[src/rtl/fetch_stage_pkg.sv]
// Shared constants and FSM state encoding for the instruction-fetch stage.
// No logic; latency and backpressure are defined by the users of these types.
package fetch_stage_pkg;
    localparam int          WIDTH     = 16;
    localparam logic [15:0] NOP_INSTR = 16'h0800;
    localparam logic [4:0]  HALT_OPC  = 5'b00000;

    typedef enum logic [1:0] {
        RUN      = 2'd0,
        WAIT_MEM = 2'd1,
        HALTED   = 2'd2
    } state_t;
endpackage

[src/rtl/fetch_stage_pc_reg.sv]
// PC register: WIDTH-bit, synchronous reset to RESET_PC, loads d when load=1.
// One-cycle latency, no backpressure; holds its value whenever load=0.
module pc_reg #(
    parameter int               WIDTH    = 16,
    parameter logic [WIDTH-1:0] RESET_PC = '0
) (
    input  logic             clk,
    input  logic             rst,
    input  logic             load,
    input  logic [WIDTH-1:0] d,
    output logic [WIDTH-1:0] q
);
    always_ff @(posedge clk) begin
        if (rst) begin
            q <= RESET_PC;
        end else if (load) begin
            q <= d;
        end
    end
endmodule

[src/rtl/fetch_stage.sv]
// Instruction fetch: owns the PC, reads imem, hands instruction and PC+2 to IF/ID.
// Delivery is combinational on imem_done; stall_fetch holds the PC, redirects win.
module fetch_stage #(
    parameter int               WIDTH     = fetch_stage_pkg::WIDTH,
    parameter logic [WIDTH-1:0] RESET_PC  = '0,
    parameter logic [WIDTH-1:0] NOP_INSTR = fetch_stage_pkg::NOP_INSTR,
    parameter logic [4:0]       HALT_OPC  = fetch_stage_pkg::HALT_OPC
) (
    input  logic             clk,
    input  logic             rst,
    output logic [WIDTH-1:0] imem_addr,
    output logic             imem_rd,
    input  logic [WIDTH-1:0] imem_data,
    input  logic             imem_done,
    input  logic             redirect_valid,
    input  logic [WIDTH-1:0] redirect_pc,
    input  logic             stall_fetch,
    output logic [WIDTH-1:0] instruction,
    output logic [WIDTH-1:0] incremented_pc,
    output logic             flush_fetch,
    output logic             halted
);
    import fetch_stage_pkg::state_t;
    import fetch_stage_pkg::RUN;
    import fetch_stage_pkg::WAIT_MEM;
    import fetch_stage_pkg::HALTED;

    state_t           state, state_nxt;
    logic [WIDTH-1:0] pc, pc_nxt, pc_plus2;
    logic             pc_ld;
    logic             pend_redirect, pend_redirect_nxt;
    logic [WIDTH-1:0] pend_pc, pend_pc_nxt;
    logic             deliver;
    logic             is_halt;

    pc_reg #(
        .WIDTH    (WIDTH),
        .RESET_PC (RESET_PC)
    ) u_pc_reg (
        .clk  (clk),
        .rst  (rst),
        .load (pc_ld),
        .d    (pc_nxt),
        .q    (pc)
    );

    assign pc_plus2       = pc + WIDTH'(2);
    assign imem_addr      = pc;
    assign incremented_pc = pc_plus2;
    assign is_halt        = (imem_data[WIDTH-1 -: 5] == HALT_OPC);

    always_ff @(posedge clk) begin
        if (rst) begin
            state         <= RUN;
            pend_redirect <= 1'b0;
            pend_pc       <= '0;
        end else begin
            state         <= state_nxt;
            pend_redirect <= pend_redirect_nxt;
            pend_pc       <= pend_pc_nxt;
        end
    end

    always_comb begin
        state_nxt         = state;
        pc_ld             = 1'b0;
        pc_nxt            = pc;
        pend_redirect_nxt = pend_redirect;
        pend_pc_nxt       = pend_pc;
        imem_rd           = 1'b0;
        halted            = 1'b0;
        deliver           = 1'b0;

        case (state)
            RUN: begin
                imem_rd = 1'b1;
                if (redirect_valid) begin
                    if (imem_done) begin
                        pc_ld  = 1'b1;
                        pc_nxt = redirect_pc;
                    end else begin
                        pend_redirect_nxt = 1'b1;
                        pend_pc_nxt       = redirect_pc;
                        state_nxt         = WAIT_MEM;
                    end
                end else if (imem_done) begin
                    deliver = 1'b1;
                    if (!stall_fetch) begin
                        if (is_halt) begin
                            state_nxt = HALTED;
                        end else begin
                            pc_ld  = 1'b1;
                            pc_nxt = pc_plus2;
                        end
                    end
                end else begin
                    state_nxt = WAIT_MEM;
                end
            end
            WAIT_MEM: begin
                if (imem_done) begin
                    state_nxt         = RUN;
                    pend_redirect_nxt = 1'b0;
                    if (redirect_valid) begin
                        pc_ld  = 1'b1;
                        pc_nxt = redirect_pc;
                    end else if (pend_redirect) begin
                        pc_ld  = 1'b1;
                        pc_nxt = pend_pc;
                    end else begin
                        // A stalled delivery is dropped here and re-read from RUN.
                        deliver = 1'b1;
                        if (!stall_fetch) begin
                            if (is_halt) begin
                                state_nxt = HALTED;
                            end else begin
                                pc_ld  = 1'b1;
                                pc_nxt = pc_plus2;
                            end
                        end
                    end
                end else if (redirect_valid) begin
                    pend_redirect_nxt = 1'b1;
                    pend_pc_nxt       = redirect_pc;
                end
            end
            HALTED: begin
                halted = 1'b1;
                if (redirect_valid) begin
                    pc_ld     = 1'b1;
                    pc_nxt    = redirect_pc;
                    state_nxt = RUN;
                end
            end
            default: begin
                state_nxt = RUN;
            end
        endcase

        if (rst) begin
            imem_rd = 1'b0;
            halted  = 1'b0;
            deliver = 1'b0;
        end
    end

    assign instruction = deliver ? imem_data : NOP_INSTR;
    assign flush_fetch = !deliver;
endmodule
[config.mk]
export PLATFORM = sky130hd
export DESIGN_NAME = fetch_stage
export DESIGN_NICKNAME = d
export VERILOG_FILES = /design/src/rtl/fetch_stage_pkg.sv /design/src/rtl/fetch_stage_pc_reg.sv /design/src/rtl/fetch_stage.sv
export SDC_FILE = /design/constraint.sdc
export NUM_CORES = 1
export LEC_CHECK = 0
export BUFFER_PORTS_ARGS = -buffer_cell sky130_fd_sc_hd__buf_4
export CORE_MARGIN = 2
export CORE_UTILIZATION = 52
export DETAILED_ROUTE_END_ITERATION = 10
export PLACE_DENSITY = 0.81
export SLEW_MARGIN = 20
export SYNTH_ARGS = -nofsm -noshare
export SYNTH_HDL_FRONTEND = slang
export SYNTH_SLANG_ARGS = --single-unit
[constraint.sdc]
create_clock -name clk -period 2.5 [get_ports clk]
set_clock_uncertainty 0.2 [all_clocks]
set_input_delay 0.125 -clock clk [delete_from_list [all_inputs] [get_ports clk]]
set_output_delay 0.125 -clock clk [all_outputs]
set_load 0.03 [all_outputs]
Word level (Yosys, flattened, before mapping). Cells that the tools add are included.

Bits in registers: 35. Latch bits: 0. Bits in writable memories: 0. Bits in read-only memories: 0. Output and inout bits: 51. Word-level logic and storage cells: 79. Memories kept: 0.

$add $sub $neg: 1. $mul: 0. Div/mod/pow operators: 0. Order comparisons: 0. Equality and inequality tests: 13. Shift operators: 0. Muxes and demuxes: 52. Bitwise operators: 0. Reduce and logical (&&, ||, !) cells: 9.

Operator list (number): $mux 16 (13); $pmux 16 s3 (1); $pmux 16 s2 (1); $mux 1 (22); $mux 2 (11); $add 16x2->16 const B (1); $reduce_and 5->1 (3); $ne 2x2->1 const B (7); $ne 3x3->1 const B (4); $pmux 2 s3 (1); $logic_not 5->1 (1); $pmux 1 s2 (2); $reduce_and 4->1 (1); $pmux 1 s3 (1); $reduce_bool 3->1 (1); $eq 2x1->1 const B (1); $eq 2x2->1 const B (1); $logic_not 2->1 (1); $reduce_bool 2->1 (1); $logic_not 1->1 (1).

Depth between registers and ports, before layout.
Word-level depth: 8. Mapped depth: 10.

Cells and area by module. A second synthesis with hierarchy kept.

Cells, all modules: 349. Area, all modules: 2582.5 µm².

Modules (own cells, without submodules): fetch_stage (times used 1, cells an instance 297, area each 2001.9 µm², sequential area each 380.4 µm²); pc_reg (times used 1, cells an instance 52, area each 580.6 µm², sequential area each 320.3 µm²).

Worst setup path after synthesis. Ideal clock, no wire load.

Path type: reg2out. Start: register state[1]. End: output instruction[15]. Arrival time: 2.117 ns. Data required time: 2.175 ns. Slack: 0.058 ns. Cell stages (with the launch flop): 9. Path buffers: 2. Cell sequence: dfxtp_1 > inv_1 > ha_1 > buf_4 > a21oi_1 > nor3_1 > clkbuf_1 > inv_1 > nor2_1.

Longest elaborated chain between the ends: 4. Elaborated cells on any way between the ends: 5. Classes of those cells: eq/ne: 1; mux: 3; reduce/logical: 1.

Ends and longest elaborated chain: start: declaration (RTL line fetch_stage.sv:28) `state_t state, state_nxt;`; start signal: assignment (RTL line fetch_stage.sv:58) `state <= state_nxt;`; $eq 2x1->1 / $logic_not 2->1 (equally long branches) (RTL line fetch_stage.sv:74) `case (state)`; $pmux 1 s2 * (RTL line fetch_stage.sv:74); $mux 1 * (RTL line fetch_stage.sv:140) `if (rst) begin`; $mux 16 * (RTL line fetch_stage.sv:147) `assign instruction = deliver ? imem_data : NOP_INSTR;`; end: declaration (RTL line fetch_stage.sv:18) `output logic [WIDTH-1:0] instruction,`.

Mark *: on every way between the ends. The rest lies on a longest branch, timed or not.

Final worst setup path.
Start: register state[1]. End: register u_pc_reg.q[12].

Longest elaborated chain between the ends: 3. Elaborated cells on any way between the ends: 10. Classes of those cells: eq/ne: 5; mux: 2; reduce/logical: 3.

Ends and longest elaborated chain: $eq 2x2->1, or another cell as far along (RTL line fetch_stage.sv:74); $pmux 1 s3, or another cell as far along (RTL line fetch_stage.sv:74); $reduce_and 5->1 (no source line); end signal: assignment (RTL line fetch_stage_pc_reg.sv:15) `q <= RESET_PC;`; end signal: assignment (RTL line fetch_stage_pc_reg.sv:17) `q <= d;`; end: declaration (RTL line fetch_stage_pc_reg.sv:11) `output logic [WIDTH-1:0] q`.

Parallel ways exist; a longest one is shown, timed or not. A chain may end at the register's enable or synchronous reset.

==> impl_metrics.env <==
export IMPL_crit_fanout=7
export IMPL_start_util_pct=52.98
export IMPL_hpwl_mm=6.557
export IMPL_synth_area_sq_um=2882
export IMPL_wl_met3_microns=978
export IMPL_final_cell_mix="buf_4, nand2_1, dfxtp_1"
export IMPL_hold_end="state[1]$_SDFFE_PP0P_"
export IMPL_crit_type="flop to flop"
export IMPL_topRoutingLayerUsed="met4"
export IMPL_yosys_warnings=0
export IMPL_setup_tns_ns=0
export IMPL_synth_nets=444
export IMPL_overflow=0
export IMPL_ys_async_sr_fraction_pct=0
export IMPL_synthMuxAreaShare_pct=1.433
export IMPL_finalCoreUtilization_pct=72.35
export IMPL_grt_max_degree=38
export IMPL_cp_end_kind="flop"
export IMPL_worstMarginPinSlew_ns=0.8280
export IMPL_io_pins=88
export IMPL_hold_path_class="input port to flop"
export IMPL_hold_viol=0
export IMPL_synth_compound_area_share_pct=27.92
export IMPL_diodes=0
export IMPL_synth_xor_area_share_pct=6.383
export IMPL_rsz0062_at_grt="false"
export IMPL_wl_met2_mm=4.455
export IMPL_synth_cells=402
export IMPL_worstHoldStart="stall_fetch"
export IMPL_wl_mm=9.466
export IMPL_power_density_nw_per_um2=589.5
export IMPL_p_leak_nw=1.717
export IMPL_final_nets=546
export IMPL_place_ws_ns=0.07804
export IMPL_timing_rr_end="u_pc_reg.q[12]$_SDFFE_PP0P_"
export IMPL_synth_fa_ha_area_share_pct=2.171
export IMPL_post_route_drc_count=0
export IMPL_dieWidth_microns=78.44
export IMPL_hold_depth=4
export IMPL_ir_worst_vdd_mv=0.4499
export IMPL_n_fill_cell=439
export IMPL_synth_simple_gate_area_share_pct=29.70
export IMPL_cp_data_arrival_time_ns=2.36
export IMPL_fin_crit_ns=2.388
export IMPL_cap_viol_max_count=0
export IMPL_root_buffer="clkbuf_8"
export IMPL_cts_buffers=5
export IMPL_track_usage_pct=30.18
export IMPL_dieArea_sq_um=6153
export IMPL_synth_seq_area_share_pct=24.32
export IMPL_core_sq_um=5439
export IMPL_rr_worst_depth=8
export IMPL_required_ns=2.47
export IMPL_wl_per_cell_microns=16.41
export IMPL_layout_setup_ws_ns=0.1123
export IMPL_wl_met1_mm=3.775
export IMPL_grt_pass1_vias=3072
export IMPL_timing_final_crit_share_pct=95.51
export IMPL_multi_input_area_sq_um=1969
export IMPL_clk_latency_ns=0.29
export IMPL_timing_fmax_ghz=0.4188
export IMPL_synth_ff_type="dfxtp_1"
export IMPL_num_vias=3533
export IMPL_die_y_microns=78.44
export IMPL_ys_ff_latch=35
export IMPL_register_area_sq_um=703.2
export IMPL_synth_avg_cell_area_sq_um=7.168
export IMPL_max_slew_margin_pct=44.80
export IMPL_r2r_start="state[1]$_SDFFE_PP0P_"
export IMPL_drtIter0Drc=372
export IMPL_layout_commonest_cell="buf_4"
export IMPL_status="completed"
export IMPL_r2r_slack_ns=0.11
export IMPL_drive_above_1_share_pct=27.72
export IMPL_synth_edff_count=0
export IMPL_htree_levels=2
export IMPL_areaGrowthSynthToFinish_pct=36.56
export IMPL_grt_pass1_wl_mm=14.86
export IMPL_power_w=0.002320
export IMPL_synth_cell_types=63
export IMPL_vias_per_cell=6.123
export IMPL_gp_congestion=0.9217
export IMPL_clock_sinks=35
export IMPL_ant_nets=0
export IMPL_port_buffers=87
export IMPL_startpoint_type="flop"
export IMPL_setup_viol=0
export IMPL_synth_top_family_by_area="simple AND/OR/NAND/NOR gates"
export IMPL_cts_tree="built"
export IMPL_antenna_found_initial=0
export IMPL_cts_buffer_depth=2
export IMPL_clkTransAtPathRegs_ns=0.07
export IMPL_firstDrtPassIters=6
export IMPL_num_rows=27
export IMPL_finalMaxSlewViolations=0
==> logic make-up (layout without fill, tap and decap cells) <==
| kind of cell | count (synthesis) | count (layout) |
|---|---|---|
| adder cells (fa/ha/maj) | 5 | 5 |
| flip-flops | 35 | 35 |
| AND/OR/NAND/NOR | 172 | 173 |
| XOR/XNOR | 21 | 21 |
| AO/OA/AOI/OAI | 115 | 115 |
| buffers and inverters | 50 | 152 |
| multiplexers | 4 | 4 |
==> layer usage <==
layer  track usage (%)  vias to the layer above
met5                 0                        -
met4             10.18                        0
met3             5.287                       40
met2             47.59                      251
met1             41.64                     1609
li1                  -                     1633
==> cells in the mapped netlist (2+ instances only) <==
cell / instances / share of area (%)
nand3_1: 15 / 2.6
o21ai_1: 2 / 0.35
o211ai_1: 2 / 0.52
nand4_1: 6 / 1.3
buf_1: 3 / 0.39
o21ai_0: 22 / 3.8
o22ai_1: 3 / 0.65
o2111ai_1: 2 / 0.61
nor2_1: 23 / 3.0
buf_2: 15 / 2.6
and2_1: 14 / 3.0
a31oi_1: 2 / 0.43
buf_4: 5 / 1.3
a221oi_1: 7 / 2.1
a32o_1: 3 / 1.0
mux2i_1: 3 / 1.0
nand2_1: 70 / 9.1
a32oi_1: 2 / 0.61
a311oi_1: 3 / 0.91
ha_1: 5 / 2.2
inv_1: 13 / 1.7
xor2_1: 10 / 3.0
or2_2: 2 / 0.43
a22o_1: 4 / 1.2
a211oi_1: 5 / 1.3
clkbuf_1: 12 / 1.6
xnor2_1: 11 / 3.3
a221o_1: 5 / 1.7
and3_1: 7 / 1.5
or3_1: 5 / 1.1
o21a_1: 2 / 0.52
nand2b_1: 11 / 2.4
a21o_1: 3 / 0.78
a22oi_1: 2 / 0.52
a21oi_1: 31 / 5.4
dfxtp_1: 35 / 24
nor3_1: 9 / 1.6
o211a_1: 3 / 1.0
==> power by group <==
part           switching, W  internal (W)  total (W)  leakage (nW)
clock              0.000209      0.000226   0.000435        0.0484
sequential        0.0000873      0.000622   0.000709         0.287
combinational      0.000703      0.000473    0.00118          1.38
==> stage by stage <==
step	area, sq um	std cells	hold slack, ns
5_1_grt	3935	577	0.09925
4_1_cts	3885	573	0.05478
6_report	3935	577	0.05967
2_1_floorplan	2882	402	0.06096
3_5_place_dp	3610	547	0.1999
3_3_place_gp	3610	547	0.1885
==> sequential cells by signal, summed over array words and instances, names as in the netlist <==
name	cells
pend_pc	16
u_pc_reg.q	16
state	2
pend_redirect	1
==> cell type report <==
| cell class | count | share of cell area, % |
|---|---|---|
| clock inverters | 1 | 0.2226 |
| well taps | 72 | 2.289 |
| multi-input cells | 318 | 50.05 |
| inverters | 14 | 1.335 |
| repair buffers | 130 | 26.04 |
| clock buffers | 7 | 2.194 |
| flip-flops and latches | 35 | 17.87 |
==> worst max-delay path by stage <==
stage / from / end / slack, ns / cells after the start
detailed placement: state[1]$_SDFFE_PP0P_ / u_pc_reg.q[14]$_SDFFE_PP0P_ / 0.08 / 8
global placement: state[1]$_SDFFE_PP0P_ / u_pc_reg.q[14]$_SDFFE_PP0P_ / 0.17 / 8
finish: state[1]$_SDFFE_PP0P_ / u_pc_reg.q[12]$_SDFFE_PP0P_ / 0.11 / 8
global route: state[0]$_SDFFE_PP0P_ / u_pc_reg.q[10]$_SDFFE_PP0P_ / 0.01 / 8
floorplan: state[1]$_SDFFE_PP0P_ / instruction[15] / 0.06 / 8
CTS: state[1]$_SDFFE_PP0P_ / u_pc_reg.q[14]$_SDFFE_PP0P_ / 0.01 / 8
==> repair_timing <==
action / in CTS / in global routing
setup endpoints to repair: 0 / 29
hold buffers: 18 / 0
buffers inserted: 0 / 3
endpoints found under the hold margin: 18 / 0
gates resized for setup: 0 / 8
==> worst max-delay path, stage by stage, from the launching register on <==
cell and delay [ns]:
dfxtp_1 0.38, inv_1 0.09, ha_2 0.22, o21ba_1 0.22
nor4b_4 0.31, a21boi_4 0.38, nor2_4 0.12, a21o_1 0.17
a22o_1 0.17
(Power assumes the default switching activity.)
